--- config.mk ---
export PLATFORM = sky130hd
export DESIGN_NAME = mod_dec_inv_mix_columns
export DESIGN_NICKNAME = d
export VERILOG_FILES = /design/src/rtl/mod_dec_inv_mix_columns.sv
export SDC_FILE = /design/constraint.sdc
export NUM_CORES = 1
export LEC_CHECK = 0
export BUFFER_PORTS_ARGS = -buffer_cell sky130_fd_sc_hd__buf_2
export CAP_MARGIN = 5
export CORE_AREA = 2 2 101 103
export DETAILED_ROUTE_END_ITERATION = 12
export DIE_AREA = 0 0 103 105
export HOLD_SLACK_MARGIN = 0.02
export PLACE_DENSITY_LB_ADDON = 0.3
export SETUP_SLACK_MARGIN = 0.3
export SLEW_MARGIN = 10
export SYNTH_ARGS = -nofsm -noshare
export SYNTH_HDL_FRONTEND = slang
export SYNTH_SLANG_ARGS = --single-unit
--- constraint.sdc ---
create_clock -name clk -period 2.1 [get_ports clk]
set_clock_uncertainty 0.05 [all_clocks]
set_input_delay 0.315 -clock clk [delete_from_list [all_inputs] [get_ports clk]]
set_output_delay 0.315 -clock clk [all_outputs]
set_load 0.005 [all_outputs]
--- src/rtl/mod_dec_inv_mix_columns.sv ---
// AES InvMixColumns stage for the decoder: captures one 16-byte state and processes
// one column per cycle, writing each result column transposed (row r of column c at byte c+4r).
module mod_dec_inv_mix_columns #(
    parameter int N     = 16,
    parameter int NROWS = 4
) (
    input  logic                clk,
    input  logic                resetn,
    input  logic [N-1:0][7:0]   inp_imC,
    input  logic                in_valid,
    output logic                in_ready,
    output logic [N-1:0][7:0]   outp_imC,
    output logic                out_valid,
    input  logic                out_ready,
    output logic                busy
);

    typedef enum logic [1:0] {IDLE, CALC, DONE} state_t;

    localparam int LASTCOL = N / NROWS - 1;

    state_t             r_state;
    state_t             w_nextState;
    logic [1:0]         r_col;
    logic [N-1:0][7:0]  r_capState;
    logic [N-1:0][7:0]  r_resState;
    logic [7:0]         w_colIn  [4];
    logic [7:0]         w_colOut [4];

    function automatic logic [7:0] f_xtime(input logic [7:0] b);
        return {b[6:0], 1'b0} ^ (b[7] ? 8'h1b : 8'h00);
    endfunction

    // Multiplies by a 4-bit constant as a sum of a, 2a, 4a, 8a.
    function automatic logic [7:0] f_gmul(input logic [7:0] a, input logic [3:0] k);
        logic [7:0] x2;
        logic [7:0] x4;
        logic [7:0] x8;
        x2 = f_xtime(a);
        x4 = f_xtime(x2);
        x8 = f_xtime(x4);
        return (k[3] ? x8 : 8'h00) ^ (k[2] ? x4 : 8'h00) ^
               (k[1] ? x2 : 8'h00) ^ (k[0] ? a  : 8'h00);
    endfunction

    always_comb begin
        w_colIn  = '{default: 8'h00};
        w_colOut = '{default: 8'h00};
        for (int r = 0; r < 4; r++) begin
            w_colIn[r] = r_capState[{r_col, 2'(r)}];
        end
        for (int r = 0; r < 4; r++) begin
            w_colOut[r] = f_gmul(w_colIn[r],          4'he) ^
                          f_gmul(w_colIn[2'(r + 1)],  4'hb) ^
                          f_gmul(w_colIn[2'(r + 2)],  4'hd) ^
                          f_gmul(w_colIn[2'(r + 3)],  4'h9);
        end
    end

    always_ff @(posedge clk) begin
        if (!resetn) begin
            r_state <= IDLE;
        end else begin
            r_state <= w_nextState;
        end
    end

    always_comb begin
        w_nextState = r_state;
        case (r_state)
            IDLE:    if (in_valid) w_nextState = CALC;
            CALC:    if (r_col == 2'(LASTCOL)) w_nextState = DONE;
            DONE:    if (out_ready) w_nextState = IDLE;
            default: w_nextState = IDLE;
        endcase
    end

    always_comb begin
        in_ready  = 1'b0;
        out_valid = 1'b0;
        busy      = 1'b1;
        case (r_state)
            IDLE: begin
                in_ready = 1'b1;
                busy     = 1'b0;
            end
            DONE:    out_valid = 1'b1;
            default: ;
        endcase
    end

    // The column counter wraps to 0 after column 3, but CALC always exits on that cycle.
    always_ff @(posedge clk) begin
        if (!resetn) begin
            r_col      <= 2'd0;
            r_capState <= '0;
            r_resState <= '0;
        end else if (r_state == IDLE && in_valid) begin
            r_capState <= inp_imC;
            r_col      <= 2'd0;
        end else if (r_state == CALC) begin
            for (int r = 0; r < 4; r++) begin
                r_resState[{2'(r), r_col}] <= w_colOut[r];
            end
            r_col <= r_col + 2'd1;
        end
    end

    assign outp_imC = r_resState;

endmodule

Word-level counts from Yosys, hierarchy flattened
Cells that the tools add are included.

Register bits after elaboration: 132. Bits of input ports: 132. Output and inout port bits: 131. Word-level logic and storage cells: 63.

Add/subtract/negate cells: 1. $lt $le $gt $ge: 8. Equality and inequality tests: 6. Mux-type cells: 19. Bitwise logic cells: 2. Reductions and logical operators: 9.

Operators with widths (count): $bwmux W128 (4); $demux W8 S2 (4); $mux W8 (4); $lt A4 B5 Y1 const B (2); $ge A4 B1 Y1 const B (2); $mux W2 (3); $ne A2 B2 Y1 const B (3); $pmux W2 S3 (1); $logic_and A1 B1 Y1 (5); $lt A2 B5 Y1 const B (1); $lt A3 B5 Y1 const B (1); $eq A2 B2 Y1 const B (2); $ge A3 B1 Y1 const B (1); $mux W1 (3); $reduce_and A3 Y1 (1); $add A2 B1 Y2 const B (1); $eq A2 B1 Y1 const B (1); $ge A2 B1 Y1 const B (1); $logic_not A2 Y1 (1); $not A1 Y1 (2); $reduce_and A2 Y1 (1); $reduce_or A2 Y1 (1).

Depth between registers and ports, before layout
Gate-level depths: netlist of run 1.

Depth after elaboration: 8. Mapped depth: 3. Mapped depth without buffers: 3.

Worst setup path before layout of run 1
Ideal clock, no wire load.

Kind: register to output. Start: reg r_state[0]. End: out in_ready. Data arrival time: 708 ps. Required time: 1735 ps. Slack: 1027 ps. Stages on the path, launching flop included: 3. Path buffers: 0. Cells stage by stage: dfxtp_1 > or2_2 > inv_1.

Cells in the longest elaborated chain, start to end: 2.

RTL lines: start, declared (RTL line 22) `state_t r_state;`; start signal, assigned (RTL line 64) `r_state <= w_nextState;`; $logic_not A2 Y1 (RTL line 82) `case (r_state)`; $mux W1 (RTL line 82); end, declared (RTL line 11) `output logic in_ready,`.

No other way between the ends.

Final worst setup path of run 1
Same ends and word-level chain as after synthesis.

==> results of run 1 <==
==> critical path, cell delays in order (launching register included) <==
cell	delay (ps)
dfxtp_1	350
or2_2	330
inv_1	60
buf_2	100
==> cell usage in the layout, fill, tap and decap left out <==
master    netlist  routed
inv_1           1       1
buf_2           0       6
ha_1            1       1
o22ai_1         2       2
conb_1          1     128
and2b_1         1       1
or2_2           1       1
dfxtp_1         4       4
a21boi_1        1       1
nand3b_1        1       1
nand2b_1        4       4
nand2_1         3       3
a21oi_1         1       1
o21ba_2         1       1
clkbuf_8        0       3
or3b_1          1       1
or2b_1          1       1
==> logic make-up (layout without fill, tap and decap cells) <==
| logic type | after synthesis | after routing |
|---|---|---|
| AOI/OAI and AO/OA | 5 | 5 |
| adders and majority gates | 1 | 1 |
| DFF | 4 | 4 |
| other | 1 | 128 |
| buffers and inverters | 129 | 10 |
| and+or+nand+nor | 12 | 12 |
==> routing by layer <==
metal	wire, microns	GRT usage [%]
met5	0	0
met4	0	0.564
met3	363	0.803
met2	432	2.37
met1	242	0.762
==> state kept, by name, indices dropped and copies added, names as in the netlist <==
name / cells
r_col: 2
r_state: 2
==> path summary, 6_finish.rpt <==
kind	startpoint	to	depth (start not counted)
max	r_state[0]	in_ready	3
min	out_ready	r_state[1]	3
max reg2reg	r_state[1]	r_state[1]	2
min reg2reg	r_col[1]	r_col[1]	2
==> power breakdown <==
group | switching [mW] | leakage (nW) | total (mW) | internal [mW]
combinational | 0.0652 | 0.493 | 0.0781 | 0.0128
clock | 0.0375 | 0.0216 | 0.159 | 0.122
sequential | 0.00389 | 0.0327 | 0.0843 | 0.0804
==> area by class of cell <==
| class | instances | area [sq um] |
|---|---|---|
| fill | 1118 | 8720 |
| inverter | 1 | 3.75 |
| sequential | 4 | 80.1 |
| clock buffer | 3 | 41.3 |
| multi-input combinational | 146 | 602 |
| tap | 133 | 166 |
| timing repair buffer | 6 | 30.0 |
==> per-stage QoR <==
| stage | hold slack, ps | area [sq um] | power (mW) | worst slack [ps] | utilization (%) |
|---|---|---|---|---|---|
| 2_1_floorplan | 394 | 1650 | 0.321 | 1030 | - |
| 3_3_place_gp | 411 | 882 | 0.157 | 899 | 9.15 |
| 3_5_place_dp | 432 | 882 | 0.159 | 895 | 9.15 |
| 4_1_cts | 311 | 923 | 0.322 | 665 | 9.58 |
| 5_1_grt | 336 | 923 | 0.357 | 614 | 9.58 |
| 6_report | 314 | 923 | 0.322 | 688 | 9.58 |
==> results by group, run 1 <==
Status
  • Outcome: finished clean

Clocking
  • # resized after CTS: 0
  • Clock sink count: 4
  • Post-CTS Hold Buffers: 0
  • Setup repair bufs after CTS: 0
  • Skew-Pair Late Insertion Delay: 220 ps
  • CTS tree: yes
  • Clock Pin Slew Worst Setup and Hold Paths: 30 ps
  • Root Buffer: clkbuf_8
  • Maximum clock path buffer count: 2
  • CTS HTree Levels: 1
  • Total CTS buffers: 3

Synthesis
  • Cells after synthesis: 152
  • Sequential area share after synthesis: 6.84%
  • Avg Cell Area, Syn: 7.70 sq um
  • Synth area leader: buf_4
  • Ys async rst share: 0%
  • Netlist cell types: 16
  • Synthesized flop and latch total: 4
  • Synthesized cell area: 0.00117 sq mm
  • Post-Synth XOR/XNOR Area: 0%
  • Synth top cells by count: buf_4 (128), dfxtp_1 (4), nand2b_1 (4), nand2_1 (3), o22ai_1 (2)
  • Synth Area in Compound Gates: 2.99%
  • Number of flops mapped to enable cells by yosys: 0
  • Top-count cell post-synth: buf_4
  • Largest family of logic cells by synthesized area: buffers and inverters
  • Multiplexer area fraction after synthesis: 0%
  • Simple-gate share of the synthesized area: 6.31%
  • Adder-cell share of the synthesized area: 1.07%
  • Synth top area cells: buf_4 (82%), dfxtp_1 (6.8%), nand2b_1 (2.1%)
  • Top-area cell type share of the netlist area: 82.1%
  • Ys flop type: dfxtp_1
  • Yosys Warn Count: 0

STA
  • FMAX: 708 MHz
  • Max Slew Vio Count: 0
  • Tcrit/Tclk final: 67.2%
  • Count of final setup violators: 0
  • RSZ-0062 raised after global routing: no
  • Period minus WS final: 1410 ps
  • Hold Vio Cnt, Final: 0
  • Setup TNS Final: 0 ps

Global route
  • First-pass GRT wire length: 959 microns
  • GRT Util Overall: 1.19%
  • Initial antenna violation count: 0
  • Remaining Overflow, GRT: 0
  • Largest net degree at the start of global routing: 9
  • Vias in the first global route: 227

Placed design
  • Dpl cells: 290
  • Hpwl dp: 971 microns
  • Port Buffers: 6
  • Final RePlAce weighted congestion: 0.544

Route
  • DR vias/cell: 1.84
  • Total wire length: 1.04 mm
  • First-pass DRT Iterations: 2
  • Drt drc: 0
  • Initial DRC Count: 6
  • WL/cell: 3.55 microns
  • Total number of vias: 540
  • Final ANT Viol Nets: 0

Cells and area
  • Final cell count without fillers: 293
  • Share of post-route cells with drive strength above 1: 6.88%
  • Nets: 295
  • ANT cells: 0
  • Synth-to-layout area growth: -21.1%

Floorplan
  • Area of the core: 0.00964 sq mm
  • Num rows: 36
  • Die W: 103 microns
  • I/O Pins: 263
  • Die ar.: 0.0108 sq mm
  • Starting Density: 12.1%
  • Die height: 105 microns

Critical path
  • Critical path capture point type: primary output
  • Max FO, Critical Path: 8
  • Crit path DAT: 1050 ps
  • Setup CP Type: reg -> out
  • Critical Path RT: 1740 ps
  • FF-to-FF setup slack: 1120 ps
  • Critical Path Start Type: flop

Power and ir drop
  • Peak supply drop: 0.135 mV
  • PwrDens: 349 mW/mm^2
  • LEAKAGE: 0.547 nW

Min path
  • Worst Hold Class: in -> reg

Job
  • Max Cap Viol: 0
Note: power is estimated with default switching activity, not from simulation.
==> run 2: changes to the inputs <==
--- a/config.mk
+++ b/config.mk
@@ -7,9 +7,9 @@
 export LEC_CHECK = 0
 export BUFFER_PORTS_ARGS = -buffer_cell sky130_fd_sc_hd__buf_2
 export CAP_MARGIN = 5
-export CORE_AREA = 2 2 101 103
+export CORE_AREA = 2 2 103 105
 export DETAILED_ROUTE_END_ITERATION = 12
-export DIE_AREA = 0 0 103 105
+export DIE_AREA = 0 0 105 107
 export HOLD_SLACK_MARGIN = 0.02
 export PLACE_DENSITY_LB_ADDON = 0.3
 export SETUP_SLACK_MARGIN = 0.3
==> constraint.sdc (replaced) <==
create_clock -name clk -period 1.47 [get_ports clk]
set_clock_uncertainty 0.05 [all_clocks]
set_input_delay 0.2205 -clock clk [delete_from_list [all_inputs] [get_ports clk]]
set_output_delay 0.2205 -clock clk [all_outputs]
set_load 0.005 [all_outputs]
==> run 2 against run 1 <==
Setup slack worse by 400 ps; critical endpoint unchanged; utilization is 0.17 points lower; critical path type unchanged; highest routed layer unchanged; sequential power is 40% higher; via count is 2.4% higher; flip-flop and latch count stayed put; final cell count is 1.7% higher; cell area is 2.8% higher; register-to-register slack worse by 740 ps; sequential share of layout area is 0.29 points higher; count of clock-buffer cells in the layout stayed put; global-route usage hardly changed.
==> results by group, run 2 (synthesis gave the netlist of run 1 again) <==
Cells and area
  • Largest registers: r_col (2), r_state (2)
  • Share of post-route cells with drive strength above 1: 9.88%
  • Nets: 297
  • Most frequent cells in the layout: conb_1 (128), buf_2 (6), nand2b_1 (4), nand2_1 (3), clkbuf_8 (3)
  • ANT cells: 0
  • Fill count: 1181
  • Commonest non-fill, non-tap cell in the layout: conb_1
  • Design area: 950 sq um
  • Synth-to-layout area growth: -18.8%

Power and ir drop
  • Peak supply drop: 0.157 mV
  • Cell Int Power: 0.311 mW
  • PwrDens: 485 mW/mm^2
  • Comb pwr share: 25.8%
  • LEAKAGE: 0.558 nW
  • Pwr Total: 0.460 mW
  • Switch share: 32.4%
  • P_sw: 0.149 mW
  • Clk pwr share: 48.6%
  • Reg power frac: 25.6%

Critical path
  • Critical Path RT: 1200 ps
  • Crit path DAT: 910 ps
  • Crit-path leading delay family: flip-flops
  • Critical path capture point type: primary output
  • CP Cell Sequence: or2_4, inv_2, buf_2
  • Max FO, Critical Path: 3
  • Setup CP Type: reg -> out
  • Crit path max-delay cell type: dfxtp_2
  • Critical Path Max Stage Delay: 320 ps
  • Critical Path Start Type: flop
  • Worst path bufs/invs: 2

STA
  • Max Slew Vio Count: 0
  • Count of final setup violators: 0
  • RSZ-0062 raised after global routing: yes
  • Period minus WS final: 1180 ps
  • Setup TNS Final: 0 ps
  • Hold Vio Cnt, Final: 0
  • FMAX: 845 MHz
  • Tcrit/Tclk final: 80.5%

Route
  • Total wire length: 949 microns
  • Total number of vias: 553
  • Drt drc: 0
  • DR vias/cell: 1.86
  • First-pass DRT Iterations: 2
  • Initial DRC Count: 8
  • WL/cell: 3.18 microns
  • Final ANT Viol Nets: 0

Floorplan
  • Area of the core: 0.0101 sq mm
  • Die W: 105 microns
  • Num rows: 37
  • Starting Density: 11.6%
  • I/O Pins: 263
  • Die ar.: 0.0112 sq mm
  • Die height: 107 microns

Clocking
  • Skew-Pair Late Insertion Delay: 210 ps
  • CTS tree: yes
  • Total CTS buffers: 3
  • Maximum clock path buffer count: 2
  • Clock Pin Slew Worst Setup and Hold Paths: 30 ps
  • Root Buffer: clkbuf_8
  • Clock sink count: 4
  • CTS HTree Levels: 1

Global route
  • Initial antenna violation count: 0
  • Met3 Usage GRT: 0.365%
  • Grt met2 use: 2.13%
  • Busiest grt layer: met2
  • Vias in the first global route: 283
  • GRT Util Overall: 1.19%
  • GRT met1 Usage: 0.949%
  • First-pass GRT wire length: 1.06 mm
  • Remaining Overflow, GRT: 0
  • Largest net degree at the start of global routing: 7

Placed design
  • Hpwl dp: 856 microns
  • Post-DP Area: 886 sq um
  • Final RePlAce weighted congestion: 0.489
  • Port Buffers: 6

Status
  • Outcome: finished clean

Job
  • Max Cap Viol: 0

Min path
  • Worst Hold Class: in -> reg
## run 2: changes by cell type in the layout (fill, tap and decap cells not counted), sizes merged
| cell | before | now |
|---|---|---|
| buf | 6 | 8 |
## run 2: repair_timing
item                                    4_1_cts  5_1_grt
resized for setup                             5        0
hold buffers                                  0        0
pin swaps                                     1        0
endpoints found under the setup margin        3        2
setup buffers                                 2        0
## run 2: power groups by stage
stage                     Sequential, mW  Clock [mW]  Combinational (mW)
final                              0.118       0.224               0.119
after global routing               0.119       0.238               0.141
after CTS                          0.118       0.231               0.111
after detailed placement           0.122           0               0.103
after global placement             0.122           0               0.102
after floorplan                    0.120           0               0.338
## run 2: stage by stage
stage | cells | utilization, % | setup WS [ps] | hold slack [ps]
after floorplan | 279 | - | 492 | 300
after global placement | 293 | 8.78 | 395 | 411
after detailed placement | 293 | 8.78 | 398 | 427
after CTS | 298 | 9.41 | 290 | 217
after global routing | 298 | 9.41 | 255 | 239
final | 298 | 9.41 | 287 | 220
## run 2: cell type report
type | count | area [sq um] | area share, %
clock buffers | 3 | 41.3 | 4.35
inverters | 1 | 3.75 | 0.395
multi-input cells | 146 | 604 | 63.6
flip-flops and latches | 4 | 85.1 | 8.96
well taps | 136 | 170 | 17.9
repair buffers | 8 | 45.0 | 4.74
## run 2: final timing paths
check        depth (start not counted)          to        from  slack (ps)
max                                  3    in_ready  r_state[1]         290
min                                  3  r_state[1]   out_ready         220
min reg2reg                          2    r_col[1]    r_col[1]         430
max reg2reg                          3  r_state[1]  r_state[0]         380
## run 2: worst reg2reg max path, cell delays in order (launching register included)
cell	delay, ps
dfxtp_4	330
buf_4	140
or3b_1	360
a21boi_1	130
## run 2: metal layers
| metal | up-vias | share of wire [%] |
|---|---|---|
| li1 | 229 | - |
| met1 | 217 | 19 |
| met2 | 107 | 44 |
| met3 | 0 | 37 |
| met4 | 0 | 0 |
| met5 | - | 0 |
